**config.mk**
```make
export PLATFORM = sky130hd
export DESIGN_NAME = avg_unpool
export DESIGN_NICKNAME = d
export VERILOG_FILES = /design/src/rtl/avg_unpool.sv
export SDC_FILE = /design/constraint.sdc
export NUM_CORES = 1
export LEC_CHECK = 0
export CAP_MARGIN = 30
export CORE_MARGIN = 2
export CORE_UTILIZATION = 57
export CTS_CLUSTER_SIZE = 20
export DETAILED_ROUTE_END_ITERATION = 8
export DONT_BUFFER_PORTS = 1
export PLACE_DENSITY = 0.75
export SLEW_MARGIN = 20
export SYNTH_ARGS = -nofsm -noshare
export SYNTH_HDL_FRONTEND = slang
export SYNTH_SLANG_ARGS = --single-unit
export TNS_END_PERCENT = 50
```
**constraint.sdc**
```tcl
create_clock -name clk -period 4.7 [get_ports clk]
set_input_delay 0.94 -clock clk [delete_from_list [all_inputs] [get_ports clk]]
set_output_delay 0.94 -clock clk [all_outputs]
set_load 0.02 [all_outputs]
```
**src/rtl/avg_unpool.sv**
```systemverilog
// Streaming 2x nearest-neighbour unpooling: captures one 4x4 quadrant of an 8x8
// input block, then replays it as an 8x8 block with every pixel doubled in both axes.
module avg_unpool #(
  parameter int WIDTH_IN  = 8,
  parameter int WIDTH_OUT = 4,
  parameter int PIX_W     = 32
) (
  input  logic             clk,
  input  logic             rst_n,
  input  logic [1:0]       sub_block,
  input  logic             in_valid,
  output logic             in_ready,
  input  logic [PIX_W-1:0] in_data,
  output logic             out_valid,
  input  logic             out_ready,
  output logic [PIX_W-1:0] out_data,
  output logic             out_last,
  output logic             busy
);

  localparam int NPIX = WIDTH_IN * WIDTH_IN;
  localparam int NQ   = WIDTH_OUT * WIDTH_OUT;
  localparam logic [5:0] LAST_IDX = 6'(NPIX - 1);

  typedef enum logic {LOAD, EMIT} state_t;

  state_t           state, state_nxt;
  logic [5:0]       in_cnt, out_cnt;
  logic [1:0]       sel, sel_eff;
  logic [PIX_W-1:0] qbuf [NQ];
  logic             in_fire, out_fire, in_quad;
  logic [2:0]       row, col;
  logic [3:0]       wr_idx, rd_idx;

  assign in_ready  = (state == LOAD);
  assign out_valid = (state == EMIT);
  assign in_fire   = in_valid & in_ready;
  assign out_fire  = out_valid & out_ready;
  assign busy      = (state == EMIT) || (in_cnt != 6'd0);

  // The first beat of a block is checked against the quadrant it selects itself.
  assign sel_eff = (in_cnt == 6'd0) ? sub_block : sel;
  assign row     = in_cnt[5:3];
  assign col     = in_cnt[2:0];
  assign in_quad = (row[2] == sel_eff[1]) && (col[2] == sel_eff[0]);
  assign wr_idx  = {row[1:0], col[1:0]};

  // Output pixel (r,c) reads captured pixel (r/2, c/2).
  assign rd_idx   = {out_cnt[5:4], out_cnt[2:1]};
  assign out_data = qbuf[rd_idx];
  assign out_last = (state == EMIT) && (out_cnt == LAST_IDX);

  always_comb begin
    state_nxt = state;
    case (state)
      LOAD: if (in_fire && in_cnt == LAST_IDX) state_nxt = EMIT;
      EMIT: if (out_fire && out_cnt == LAST_IDX) state_nxt = LOAD;
      default: state_nxt = LOAD;
    endcase
  end

  always_ff @(posedge clk or negedge rst_n) begin
    if (!rst_n) begin
      state   <= LOAD;
      in_cnt  <= 6'd0;
      out_cnt <= 6'd0;
      sel     <= 2'd0;
    end else begin
      state <= state_nxt;
      if (in_fire) begin
        if (in_cnt == 6'd0) sel <= sub_block;
        in_cnt <= in_cnt + 6'd1;
      end
      if (out_fire) out_cnt <= out_cnt + 6'd1;
    end
  end

  // Pixel storage carries no reset; it is always fully rewritten before EMIT.
  always_ff @(posedge clk) begin
    if (in_fire && in_quad) qbuf[wr_idx] <= in_data;
  end

endmodule

```
### After elaboration in Yosys (flattened, before gate mapping)

Memory sizes are Yosys's and may differ from the RTL's.
Index checks and enable logic that the tools add are counted.

| word-level totals | value |
|---|---|
| register bits | 15 |
| output and inout bits | 36 |
| memory bits (writable) | 512 |
| bits of input ports | 38 |
| latch bits | 0 |
| memories kept | 1 |
| bits in read-only memories | 0 |
| word-level logic and storage cells | 28 |

| cells by class | value |
|---|---|
| magnitude comparators | 0 |
| eq/ne operators | 4 |
| $mul | 0 |
| add/sub/neg operators | 2 |
| bitwise operators | 3 |
| muxes and demuxes | 6 |
| shifts and indexed selects | 0 |
| div/mod/pow operators | 0 |
| reduce and logical (&&, ||, !) cells | 8 |

Memory list:

| name | depth | bits a word | read ports | clocked after Yosys merged registers in | write ports | line | RTL |
|---|---|---|---|---|---|---|---|
| qbuf | 16 | 32 | 1 | 0 | 1 | 30 | `logic [PIX_W-1:0] qbuf [NQ];` |

Operators by type and width:

| operator | count |
|---|---|
| $add 6x1->6 const B | 2 |
| $eq 6x6->1 const B | 2 |
| $logic_not 6->1 | 1 |
| $reduce_bool 6->1 | 1 |
| $logic_and 1x1->1 | 5 |
| $mux 1 | 4 |
| $and 1x1->1 | 2 |
| $eq 1x1->1 | 2 |
| $mux 2 | 1 |
| $pmux 1 s2 | 1 |
| $logic_or 1x1->1 | 1 |
| $not 1->1 | 1 |

### Longest topological paths before layout

Gate-level depths: netlist (run 1).

| depth | value |
|---|---|
| word-level depth | 7 |
| depth in mapped cells | 6 |
| mapped depth without buffers | 6 |

### Worst setup path after synthesis (run 1)

No wires, ideal clock.

| path | value |
|---|---|
| path type | input port to flip-flop |
| from | input sub_block[0] |
| to | memory qbuf[10][0], enable pin |
| setup slack | -0.490 ns |
| stages | 4 |
| arrival time | 4.688 ns |
| path buffers | 0 |
| data required time | 4.198 ns |
| library setup time | 0.502 ns |
| cells stage by stage | or2_2 > mux2i_1 > nor2_1 > nor4_1 |

| between the ends | value |
|---|---|
| cells in the longest elaborated chain, start to end | 6 |

Ends and longest elaborated chain:

| what | line | RTL |
|---|---|---|
| start, declared | 10 | `input logic [1:0] sub_block,` |
| $mux 2 | 42 | `assign sel_eff = (in_cnt == 6'd0) ? sub_block : sel;` |
| $eq 1x1->1 | 45 | `assign in_quad = (row[2] == sel_eff[1]) && (col[2] == sel_eff[0]);` |
| $logic_and 1x1->1 | 45 |  |
| $logic_and 1x1->1 | 80 | `if (in_fire && in_quad) qbuf[wr_idx] <= in_data;` |
| $mux 1 | 80 |  |
| $mux 1 (implied by the code) | 80 |  |
| end, declared | 30 |  |

No other way between the ends.

### Worst setup path in the final report (run 1)

| path | value |
|---|---|
| from | register out_cnt[1] |
| to | output out_data[11] |

| between the ends | value |
|---|---|
| cells in the longest elaborated chain, start to end | 1 |

Ends and longest elaborated chain:

| what | line | RTL |
|---|---|---|
| start, declared | 28 | `logic [5:0] in_cnt, out_cnt;` |
| start signal, assigned | 74 | `if (out_fire) out_cnt <= out_cnt + 6'd1;` |
| $mem_v2 16x32 | - |  |
| end, declared | 16 | `output logic [PIX_W-1:0] out_data,` |

No other way between the ends.

==> results.toml, run 1 <==
[cts]
cts_hold_repair.buffers = 0
numCtsBuffers = 50
root_buffer = "clkbuf_16"
cts.repair.resized = 0
post-cts-setup-buffer-count = 0
cts.sink_count = 527
htree_levels = 2
cts_tree = "yes"
clkSlewWorstSetupHoldPaths_ns = 0.06
clockBufferDepth = 3
clk_latency_ns = 0.56

[flow_run]
drv_cap = 0

[floorplanning]
die_area_um2 = 36700
core_area_um2 = 34600
initial_utilization_pct = 57.9
die_x_um = 192
die_h_um = 192
rows = 68
ioPinCount = 74

[layout]
design_area_um2 = 22400
area_growth_pct = 11.9
insertedDiodeCount = 0
nFillCells = 2174
layout_commonest_cell = "edfxtp_1"
final_cell_mix = "edfxtp_1, mux4_2, a22oi_1"
drive_above_1_share_pct = 26.5
nNetsFinal = 975

[drt]
drc = 0
dr.pass1.iters = 4
viasPerCell = 6.56
wirelength_um = 41500
drtIter0Drc = 975
drt.antenna.violating_nets = 0
routedWlPerCell_um = 29.2
vias = 9338

[timing]
rsz0062_at_grt = "no"
skew_ns = 0.0174
post-route-period-util_pct = 83.0
setup_violations = 0
relSlewSlack_pct = 29.8
drv_slew = 0
hold_viol = 0
min_period_ns = 3.90
max_freq_mhz = 256
worstMarginPinSlew_ns = 1.05

[critical_path]
max_stage_delay_ns = 0.94
worstSetupEndpointType = "output port"
worstSetupPathType = "reg2out"
worstPathMaxFanout = 37
required_ns = 3.76
crit_slowest_cell = "dfrtp_4"
critPathLaunchType = "flip-flop"
cp.arrival_ns = 2.96
path_cells = "buf_12 -> mux4_2 -> a22oi_1 -> nand2_1"

[placement]
io_buffer_count = 0
routabilityCongestion = 0.760
postPlaceCellArea_um2 = 20800
dp.final_hpwl_um = 21900

[pwr]
p_clk_share_pct = 33.2
swShare_pct = 25.7
ir_drop_mv = 0.343
p_sw_mw = 3.00
total_power_mw = 11.7
p_comb_share_pct = 18.2
seqPwrFrac_pct = 48.6
leakagePower_nw = 6.90
intPower_mw = 8.69
powerDensity_nw_per_um2 = 521

[global_route]
grt_pass1_vias = 9638
grt_pass1_wl_um = 61900
grt_max_degree = 58
grt_usage_pct = 23.6
use_met3_pct = 4.63
grt_util_met2_pct = 38.5
antenna_found_initial = 0
gr-total-overflow = 0
met1_usage_pct = 33.6
grt-busiest-layer = "met2"

[min_path]
hold_path_class = "in2async"

[synth]
avgSynthCellArea_um2 = 22.3
synth_cells = 899
yosysSeqAreaShare_pct = 78.5
ys_seq_elements = 527
synth_nets = 942
synth_warnings = 0
syn_area_um2 = 20100
ys_types = 34

[status]
status = "finished, final reports clean"
## synthesized netlist by cell type (all sizes together)
cell type    n  area [um^2]
nand2b       3         18.8
a221oi       1         8.76
xor2         2         17.5
mux4       128         2880
a21oi        1         5.00
nand3        5         25.0
ha           5         62.6
buf         22          108
nor4         8         50.1
dfrtp       15          375
or3          2         12.5
a22oi       64          480
nor2b        5         31.3
nand4        5         31.3
a31oi        1         6.26
and3         1         6.26
o32ai        1         8.76
or2b         1         7.51
or2          1         6.26
and2         2         12.5
clkbuf      29          109
or4b         1         13.8
xnor2        9         78.8
mux2i        1         10.0
inv          5         18.8
nor2        12         45.0
o21ai        4         20.0
nor3b        1         7.51
edfxtp     512        15400
nand2       44          165
mux2         2         22.5
nor3         6         30.0
## layout make-up
class | count | area [um^2] | area share (%)
inverter | 5 | 18.8 | 0.0837
multi-input combinational | 316 | 4190 | 18.7
clock buffer | 60 | 1310 | 5.84
sequential | 527 | 15800 | 70.2
timing repair buffer | 32 | 310 | 1.38
clock inverter | 28 | 275 | 1.23
tap | 455 | 569 | 2.54
## critical path: cells and delay by family, from the launching register on
kind / cells / cell delay, ns
muxes: 1 / 0.56
DFF: 1 / 0.94
AOI/OAI and AO/OA: 1 / 0.27
buffers and inverters: 1 / 0.36
and+or+nand+nor: 1 / 0.24
## worst paths after layout
check | from | end | slack (ns) | cells after the start
min in group clk | in_data[8] | qbuf[0][8] | 0.47 | 0
max reg2reg | in_cnt[0] | qbuf[14][24] | 1.51 | 8
max in group asynchronous | rst_n | out_cnt[1] | 4.54 | 0
min reg2reg | out_cnt[3] | out_cnt[3] | 0.50 | 1
max | out_cnt[1] | out_data[11] | 0.80 | 4
min | rst_n | out_cnt[2] | 0.08 | 0
## sequential cells by signal (all words and copies together) (netlist names)
name       flops
out_cnt        6
in_cnt         6
sel            2
qbuf         512
out_valid      1
## stage by stage
step | setup TNS, ns | util [%] | cells | worst slack, ns | hold slack [ns]
2_1_floorplan | -124.42 | - | 899 | -0.490 | 0.468
3_3_place_gp | 0 | 60.1 | 1334 | 1.36 | 0.484
3_5_place_dp | 0 | 60.2 | 1335 | 1.34 | 0.493
4_1_cts | 0 | 64.8 | 1423 | 0.747 | 0.0648
5_1_grt | 0 | 64.8 | 1423 | 0.604 | 0.0588
6_report | 0 | 64.8 | 1423 | 0.800 | 0.0769
## power groups by stage
stage / Sequential [mW] / Clock (mW) / Combinational [mW]
2_1_floorplan: 5.58 / 0 / 1.80
3_3_place_gp: 5.77 / 0 / 2.11
3_5_place_dp: 5.78 / 0 / 2.15
4_1_cts: 5.69 / 3.95 / 2.16
5_1_grt: 5.72 / 4.12 / 2.28
6_report: 5.68 / 3.89 / 2.13
## cells by family (layout without fill, tap and decap cells)
| family | after synthesis | count (layout) | share of synthesized area (%) |
|---|---|---|---|
| simple gates | 97 | 97 | 2.31 |
| flops | 527 | 527 | 78.5 |
| xor+xnor | 11 | 11 | 0.481 |
| fa+ha+maj | 5 | 5 | 0.312 |
| compound gates | 72 | 72 | 2.64 |
| mux | 131 | 131 | 14.5 |
| buf+inv | 56 | 125 | 1.17 |
## metal layers
metal	routed length [um]	vias to the layer above
met4	758	0
met3	2960	60
met5	0	-
met2	20900	375
met1	16900	5041
li1	-	3862
Power figures use the tool's default switching activity.
==> inputs of run 2 (changes only) <==
--- a/config.mk
+++ b/config.mk
@@ -7,11 +7,11 @@
 export LEC_CHECK = 0
 export CAP_MARGIN = 30
 export CORE_MARGIN = 2
-export CORE_UTILIZATION = 57
+export CORE_UTILIZATION = 63
 export CTS_CLUSTER_SIZE = 20
 export DETAILED_ROUTE_END_ITERATION = 8
 export DONT_BUFFER_PORTS = 1
-export PLACE_DENSITY = 0.75
+export PLACE_DENSITY = 0.79
 export SLEW_MARGIN = 20
 export SYNTH_ARGS = -nofsm -noshare
 export SYNTH_HDL_FRONTEND = slang
==> constraint.sdc (replaced) <==
create_clock -name clk -period 3.6 [get_ports clk]
set_input_delay 0.72 -clock clk [delete_from_list [all_inputs] [get_ports clk]]
set_output_delay 0.72 -clock clk [all_outputs]
set_load 0.02 [all_outputs]
==> run 2 against run 1 <==
  * Register-to-register slack lost 0.95 ns
  * Non-clock buffer count grew 6
  * Critical path depth is the same
  * Largest power group unchanged
==> results.toml, run 2 (same netlist as run 1, synthesis figures left out) <==
[drt]
drt.antenna.violating_nets = 0
wirelength_um = 40900
vias = 9354
drc = 0
viasPerCell = 6.78
drtIter0Drc = 1048
dr.pass1.iters = 7
routedWlPerCell_um = 29.7

[critical_path]
critPathTopFamily = "flip-flops"
worstSetupEndpointType = "output port"
max_stage_delay_ns = 0.63
critPathLaunchType = "flip-flop"
worstSetupPathType = "reg2out"
required_ns = 2.88
path_buf_inv = 1
crit_slowest_cell = "dfrtp_4"
cp.arrival_ns = 2.64
path_cells = "buf_12 -> mux4_2 -> a22oi_1 -> nand2_1"
worstPathMaxFanout = 41

[timing]
worstMarginPinSlew_ns = 0.922
min_period_ns = 3.36
rsz0062_at_grt = "no"
whs_ns = 0.254
finalSetupTns_ns = 0
relSlewSlack_pct = 38.5
skew_ns = 0.0130
post-route-period-util_pct = 93.4
drv_slew = 0
setup_ws_ns = 0.237
max_freq_mhz = 297
hold_viol = 0
setup_violations = 0

[floorplanning]
die_area_um2 = 33300
die_h_um = 182
initial_utilization_pct = 63.7
core_area_um2 = 31500
ioPinCount = 74
die_x_um = 182
rows = 65

[layout]
nFillCells = 1728
drive_above_1_share_pct = 26.1
insertedDiodeCount = 0
nNetsFinal = 981
area_growth_pct = 12.2
reg_top3 = "qbuf x512, in_cnt x6, out_cnt x6"
final_cell_mix = "edfxtp_1, mux4_2, a22oi_1"
design_area_um2 = 22500
final_cells = 1379
largest_reg_flops = 512
top_register = "qbuf"
layout_commonest_cell = "edfxtp_1"

[cts]
post-cts-setup-buffer-count = 0
clockBufferDepth = 3
root_buffer = "clkbuf_16"
numCtsBuffers = 50
cts.sink_count = 527
clk_latency_ns = 0.56
cts.repair.resized = 0
clkSlewWorstSetupHoldPaths_ns = 0.06
cts_tree = "yes"
htree_levels = 2

[min_path]
hold_path_class = "in2reg"

[placement]
dp_slack_ns = 0.646
postPlaceCellArea_um2 = 20900
post-place-cells = 1287
routabilityCongestion = 0.786
io_buffer_count = 0
dp.final_hpwl_um = 21300

[global_route]
gr-total-overflow = 0
grt_usage_pct = 25.6
grt_max_degree = 42
antenna_found_initial = 0
grt_pass1_vias = 9742
grt_pass1_wl_um = 61300

[pwr]
ir_drop_mv = 0.479
leakagePower_nw = 6.93
powerDensity_nw_per_um2 = 682

[status]
status = "finished, final reports clean"

[flow_run]
drv_cap = 0
run 2: changes by cell type in the layout (fill, tap and decap cells not counted), moves of 3 or more:
cell / previous run / this run
clkbuf_1: 9 / 18
nor4_2: 8 / 0
nor4_4: 0 / 8
clkinv_2: 9 / 5
buf_4: 27 / 30
run 2: worst register-to-register path, stage by stage, from the launching register on:
cell and delay (ns):
dfrtp_1 0.42, inv_1 0.13, ha_1 0.22, or4b_4 0.51
mux2i_1 0.21, nor2_1 0.15, buf_4 0.21, nor4_4 0.31
buf_4 0.48
run 2: where the power goes:
group          leakage, nW  internal [mW]  switching, mW
sequential            4.79           7.08          0.234
combinational         1.38           1.37           1.62
clock                0.765           2.94           2.09
run 2: per-stage QoR:
stage               util [%]  power [mW]
floorplan                  -        9.71
finish                  71.5        15.3
global placement        66.4        10.3
CTS                     71.5        15.5
detailed placement      66.4        10.4
global route            71.5        15.9
run 2: layout make-up:
cell class,count,area [um^2],area share [%]
Sequential cell,527,15800,70.1
Clock inverter,18,156,0.695
Tap cell,402,503,2.24
Clock buffer,73,1420,6.32
Inverter,5,18.8,0.0835
Multi-Input combinational cell,316,4270,19.0
Timing Repair Buffer,38,365,1.62
run 2: repair_timing:
action	4_1_cts	5_1_grt
hold endpoints to repair	15	0
hold buffers	1	0
setup endpoints to repair	0	0
run 2: path summary, 6_finish.rpt:
path                              from           to  slack [ns]  cells past startpoint
hold reg to reg             out_cnt[3]   out_cnt[3]        0.51                      1
setup / recovery            out_cnt[1]  out_data[6]        0.24                      4
min in group asynchronous        rst_n    out_valid        0.65                      1
max in group asynchronous        rst_n   out_cnt[2]        2.46                      1
hold / removal             in_data[21]  qbuf[3][21]        0.25                      0
setup reg to reg             in_cnt[0]  qbuf[8][11]        0.56                      8
run 2: layer usage:
metal | up-vias | share of wire, % | track usage (%)
li1 | 3871 | - | -
met5 | - | 0 | 0
met2 | 457 | 51 | 42.7
met1 | 4945 | 38 | 35.0
met3 | 81 | 7.9 | 4.89
met4 | 0 | 2.8 | 8.10
